$ cat config.mk
export PLATFORM = sky130hd
export DESIGN_NAME = gray_fifo_wr_ctrl
export DESIGN_NICKNAME = d
export VERILOG_FILES = /design/src/rtl/gray_fifo_wr_ctrl.sv
export SDC_FILE = /design/constraint.sdc
export NUM_CORES = 1
export LEC_CHECK = 0
export CELL_PAD_IN_SITES_DETAIL_PLACEMENT = 2
export CELL_PAD_IN_SITES_GLOBAL_PLACEMENT = 2
export CORE_MARGIN = 5
export CORE_UTILIZATION = 32
export DETAILED_ROUTE_END_ITERATION = 12
export PLACE_DENSITY_LB_ADDON = 0.1
export SLEW_MARGIN = 20
export SYNTH_ARGS = -nofsm -noshare
export SYNTH_HDL_FRONTEND = slang
export SYNTH_SLANG_ARGS = --single-unit
$ cat constraint.sdc
create_clock -name CLK -period 2.3 [get_ports CLK]
set_input_delay 0.23 -clock CLK [delete_from_list [all_inputs] [get_ports CLK]]
set_output_delay 0.23 -clock CLK [all_outputs]
set_load 0.05 [all_outputs]
$ cat src/rtl/gray_fifo_wr_ctrl.sv
// rtl/gray_fifo_wr_ctrl.sv - write-side controller for an async FIFO with Gray-coded pointers
module gray_fifo_wr_ctrl #(
    parameter int ADDR_W    = 3,
    parameter int AF_THRESH = 2**ADDR_W - 1
) (
    input  logic              CLK,
    input  logic              RST,
    input  logic              ENQ,
    input  logic [ADDR_W:0]   RD_PTR_GRAY,
    output logic              WE,
    output logic [ADDR_W-1:0] WR_ADDR,
    output logic [ADDR_W:0]   WR_PTR_GRAY,
    output logic              FULL,
    output logic              ALMOST_FULL,
    output logic [ADDR_W:0]   COUNT,
    output logic              ERR
);
    localparam int PW = ADDR_W + 1;
    localparam logic [PW:0] AF_T = (PW+1)'(AF_THRESH);

    typedef enum logic {INIT = 1'b0, RUN = 1'b1} state_t;

    state_t        state, state_nxt;
    logic [1:0]    ic, ic_nxt;
    logic [PW-1:0] wb, wb_nxt, wg_nxt;
    logic [PW-1:0] s1, s2, rb;
    logic [PW-1:0] cnt_nxt, full_ptr;
    logic          full_nxt, af_nxt;

    // State register
    always_ff @(posedge CLK) begin
        if (RST) begin
            state <= INIT;
            ic    <= 2'd0;
        end else begin
            state <= state_nxt;
            ic    <= ic_nxt;
        end
    end

    // Next-state logic: INIT dwells three edges to let the synchronizer settle
    always_comb begin
        state_nxt = state;
        ic_nxt    = ic;
        if (state == INIT) begin
            if (ic == 2'd2) state_nxt = RUN;
            else            ic_nxt    = ic + 2'd1;
        end
    end

    // Output logic
    always_comb begin
        WE = ENQ & ~FULL & ~RST & (state == RUN);
    end

    always_comb begin
        for (int i = 0; i < PW; i++) rb[i] = ^(s2 >> i);
    end

    assign wb_nxt   = WE ? wb + 1'b1 : wb;
    assign wg_nxt   = wb_nxt ^ (wb_nxt >> 1);
    // Full when write pointer is exactly one lap ahead of the synchronized read pointer
    assign full_ptr = {~s2[PW-1:PW-2], s2[PW-3:0]};
    assign cnt_nxt  = wb_nxt - rb;
    assign full_nxt = (state_nxt == INIT) ? 1'b1 : (wg_nxt == full_ptr);
    assign af_nxt   = (state_nxt == RUN) && ({1'b0, cnt_nxt} >= AF_T);

    always_ff @(posedge CLK) begin
        if (RST) begin
            wb          <= '0;
            WR_PTR_GRAY <= '0;
            s1          <= '0;
            s2          <= '0;
            COUNT       <= '0;
            FULL        <= 1'b1;
            ALMOST_FULL <= 1'b0;
            ERR         <= 1'b0;
        end else begin
            wb          <= wb_nxt;
            WR_PTR_GRAY <= wg_nxt;
            s1          <= RD_PTR_GRAY;
            s2          <= s1;
            COUNT       <= cnt_nxt;
            FULL        <= full_nxt;
            ALMOST_FULL <= af_nxt;
            if (ENQ && FULL && (state == RUN)) ERR <= 1'b1;
        end
    end

    assign WR_ADDR = wb[ADDR_W-1:0];
endmodule

==> impl_metrics.env, run 1 <==
export IMPL_clk_pin_slew_ns=0.09
export IMPL_power_density_mw_per_mm2=671
export IMPL_clk_root_buffer_cell="clkbuf_8"
export IMPL_routedWlPerCell_um=13.9
export IMPL_final_setup_viol_count=0
export IMPL_slowest_delay_ns=0.43
export IMPL_hold_viol_final=0
export IMPL_yosys_area_top_type="dfxtp_1"
export IMPL_switching_power_uw=356
export IMPL_clockBufferDepth=2
export IMPL_final_common_cell="dfxtp_1"
export IMPL_clkSinkCount=25
export IMPL_met3WireLength_um=148
export IMPL_finalCritPeriodShare=0.965
export IMPL_grtUsageTotal=0.116
export IMPL_crit_buf_inv=0
export IMPL_combinationalPowerShare=0.291
export IMPL_place_congestion=0.762
export IMPL_syn_nets=131
export IMPL_rows=22
export IMPL_synth_seq_cells=25
export IMPL_wirelength_met1_mm=1.25
export IMPL_drt_total_wl_mm=2.78
export IMPL_layout_drive_gt1_share=0.217
export IMPL_endpoint_kind="flop"
export IMPL_cts_buffers=3
export IMPL_start_util=0.331
export IMPL_drt_iter0_drc=34
export IMPL_status="finished clean"
export IMPL_critical_path_top_delay_family="adder cells"
export IMPL_leakage_uw=0.000660
export IMPL_dpl_hpwl_mm=2.04
export IMPL_ir_drop_mv=0.283
export IMPL_place_ws_ns=-0.138
export IMPL_fp_dieW_um=71.5
export IMPL_fp_dieH_um=71.5
export IMPL_fmax_mhz=450
export IMPL_avgSynthCellArea_sq_um=10.3
export IMPL_finalNonFillerCells=200
export IMPL_insertedDiodeCount=0
export IMPL_fin_nets=166
export IMPL_netlist_top_cells_area="dfxtp_1 41%, xnor2_1 5.8%, nor2_1 5.6%"
export IMPL_io_buffers=21
export IMPL_cp_required_ns=2.51
export IMPL_place_inst=193
export IMPL_drcViolationCount=0
export IMPL_p_clk_frac=0.244
export IMPL_crit_arrival_ns=2.43
export IMPL_area_delta_synth_final_pct=35.6
export IMPL_swShare=0.323
export IMPL_netlist_area_sq_mm=0.00121
export IMPL_grt_overflow_total=0
export IMPL_yosys_area_top_type_share=0.413
export IMPL_ioPinCount=22
export IMPL_highest_layer="met4"
export IMPL_final_cell_mix="21 x dfxtp_1, 20 x clkdlybuf4s50_1, 18 x nor2_1, 14 x buf_4, 8 x nor2b_1"
export IMPL_clock_latency_ns=0.27
export IMPL_maxCapViolCount=0
export IMPL_seq_area_frac_synth=0.413
export IMPL_antenna_found_initial=0
export IMPL_tightest_slew_ns=0.502
export IMPL_power_uw=1100
export IMPL_wl_met2_mm=1.36
export IMPL_grt_pass1_vias=953
export IMPL_path_max_fanout=2
export IMPL_finClkSkew_ns=0.00861
export IMPL_num_vias=932
export IMPL_dr_pass1_iters=4
export IMPL_min_period_ns=2.22
export IMPL_grt_pass1_wl_mm=4.64
export IMPL_ant_nets=0
export IMPL_finish_utilization=0.449
export IMPL_cts_max_level=1
export IMPL_synth_cell_type_count=35
export IMPL_setup_slack_ns=0.0801
export IMPL_ys_warn_count=0
export IMPL_synthCells=118
export IMPL_internal_power_uw=746
export IMPL_pwr_share_seq=0.466
export IMPL_post_dp_cell_area_sq_mm=0.00156
export IMPL_fin_area_sq_mm=0.00164
export IMPL_finalMaxSlewViolations=0
export IMPL_routed_via_density=4.66
export IMPL_die_area_sq_mm=0.00512
export IMPL_cts_tree="done"
export IMPL_path_class="reg -> reg"
export IMPL_start_kind="flop"
export IMPL_core_sq_mm=0.00366
export IMPL_cp_cell_sequence="xnor2_2 > xor2_2 > xnor2_1 > ha_2 > fa_1 > or3_1 > a21boi_1"
export IMPL_worst_hold_path_type="reg -> reg"
export IMPL_grt_max_degree=24
export IMPL_max_slew_margin_rel=0.665
export IMPL_slowest_stage="fa_1"
power groups by stage:
stage | logic [uW] | clock network [uW] | registers (uW)
final | 320 | 269 | 513
after global placement | 303 | 0 | 521
after global routing | 347 | 294 | 522
after CTS | 319 | 279 | 514
after detailed placement | 310 | 0 | 523
after floorplan | 131 | 0 | 598
layout make-up:
| class | instances | area, sq um |
|---|---|---|
| multi-input cells | 82 | 681 |
| inverters | 6 | 25.0 |
| repair buffers | 35 | 325 |
| fillers | 393 | 2020 |
| well taps | 48 | 60.1 |
| flip-flops and latches | 25 | 505 |
| clock buffers | 3 | 41.3 |
| clock inverters | 1 | 5.00 |
worst reg2reg max path, delay by kind of cell (launching register included):
family	cells	cell delay (ns)
flops	1	0.36
compound gates	1	0.12
fa+ha+maj	2	0.67
xor+xnor	3	0.61
simple gates	1	0.39
routing by layer:
metal,vias up,GRT usage
met3,4,0.0309
met5,-,0
met2,23,0.193
li1,451,-
met1,454,0.145
met4,0,0.0376
synthesized netlist by cell type:
cell type,n
nand2b_1,2
mux2i_1,1
inv_2,1
nor3_1,1
ha_1,5
a21o_1,1
nand2_1,2
nand4bb_4,1
nand3_1,1
or3_1,1
xnor3_1,3
fa_1,1
xor2_2,2
nor2_1,18
inv_1,5
nor2b_1,8
a221o_1,1
a21boi_0,1
clkbuf_1,2
dfxtp_1,25
o21a_1,1
a211oi_1,2
o21ai_0,3
mux2i_4,1
a21oi_1,5
o221ai_1,1
o31ai_2,1
a31oi_1,1
buf_4,1
xor2_1,6
xnor2_1,8
nand3b_1,2
nor2_2,1
buf_2,2
a21boi_1,1
flip-flops by register name (all words and copies together) (netlist names):
signal	cells
s2	4
wb	3
ALMOST_FULL	1
WR_PTR_GRAY	4
s1	4
FULL	1
COUNT	4
state	1
ERR	1
ic	2
per-stage QoR:
stage | setup TNS, ns | hold slack [ns]
finish | 0 | 0.444
floorplan | 0 | 0.302
detailed placement | -0.194 | 0.428
global placement | -0.122 | 0.419
global route | -0.0179 | 0.462
CTS | 0 | 0.451
cells by family after synthesis:
logic type	Yosys count	synth area share
AND/OR/NAND/NOR	37	0.167
buffers and inverters	11	0.0393
adder cells (fa/ha/maj)	6	0.0682
flip-flops	25	0.413
multiplexers	2	0.0269
AO/OA/AOI/OAI	18	0.101
XOR/XNOR	19	0.184
path summary, 6_finish.rpt:
check	start	endpoint	slack, ns	cells past startpoint
worst max register to register	s2[2]	ALMOST_FULL	0.08	7
worst max-delay path	s2[2]	ALMOST_FULL	0.08	7
worst min register to register	s1[2]	s2[2]	0.44	1
worst min-delay path	s1[2]	s2[2]	0.44	1
repair_timing:
action	CTS	global route
setup endpoints to repair	1	1
gates resized for setup	1	3
setup buffers	1	2
hold buffers	0	0
pin swaps	0	1
Power figures use the tool's default switching activity.
==> run 2, diff against run 1 <==
--- a/config.mk
+++ b/config.mk
@@ -9,6 +9,7 @@
 export CELL_PAD_IN_SITES_GLOBAL_PLACEMENT = 2
 export CORE_MARGIN = 5
 export CORE_UTILIZATION = 32
+export CTS_CLUSTER_SIZE = 28
 export DETAILED_ROUTE_END_ITERATION = 12
 export PLACE_DENSITY_LB_ADDON = 0.1
 export SLEW_MARGIN = 20
==> results of run 2 <==
Same layout as run 1: the final DEF is identical, and so are final timing and power.
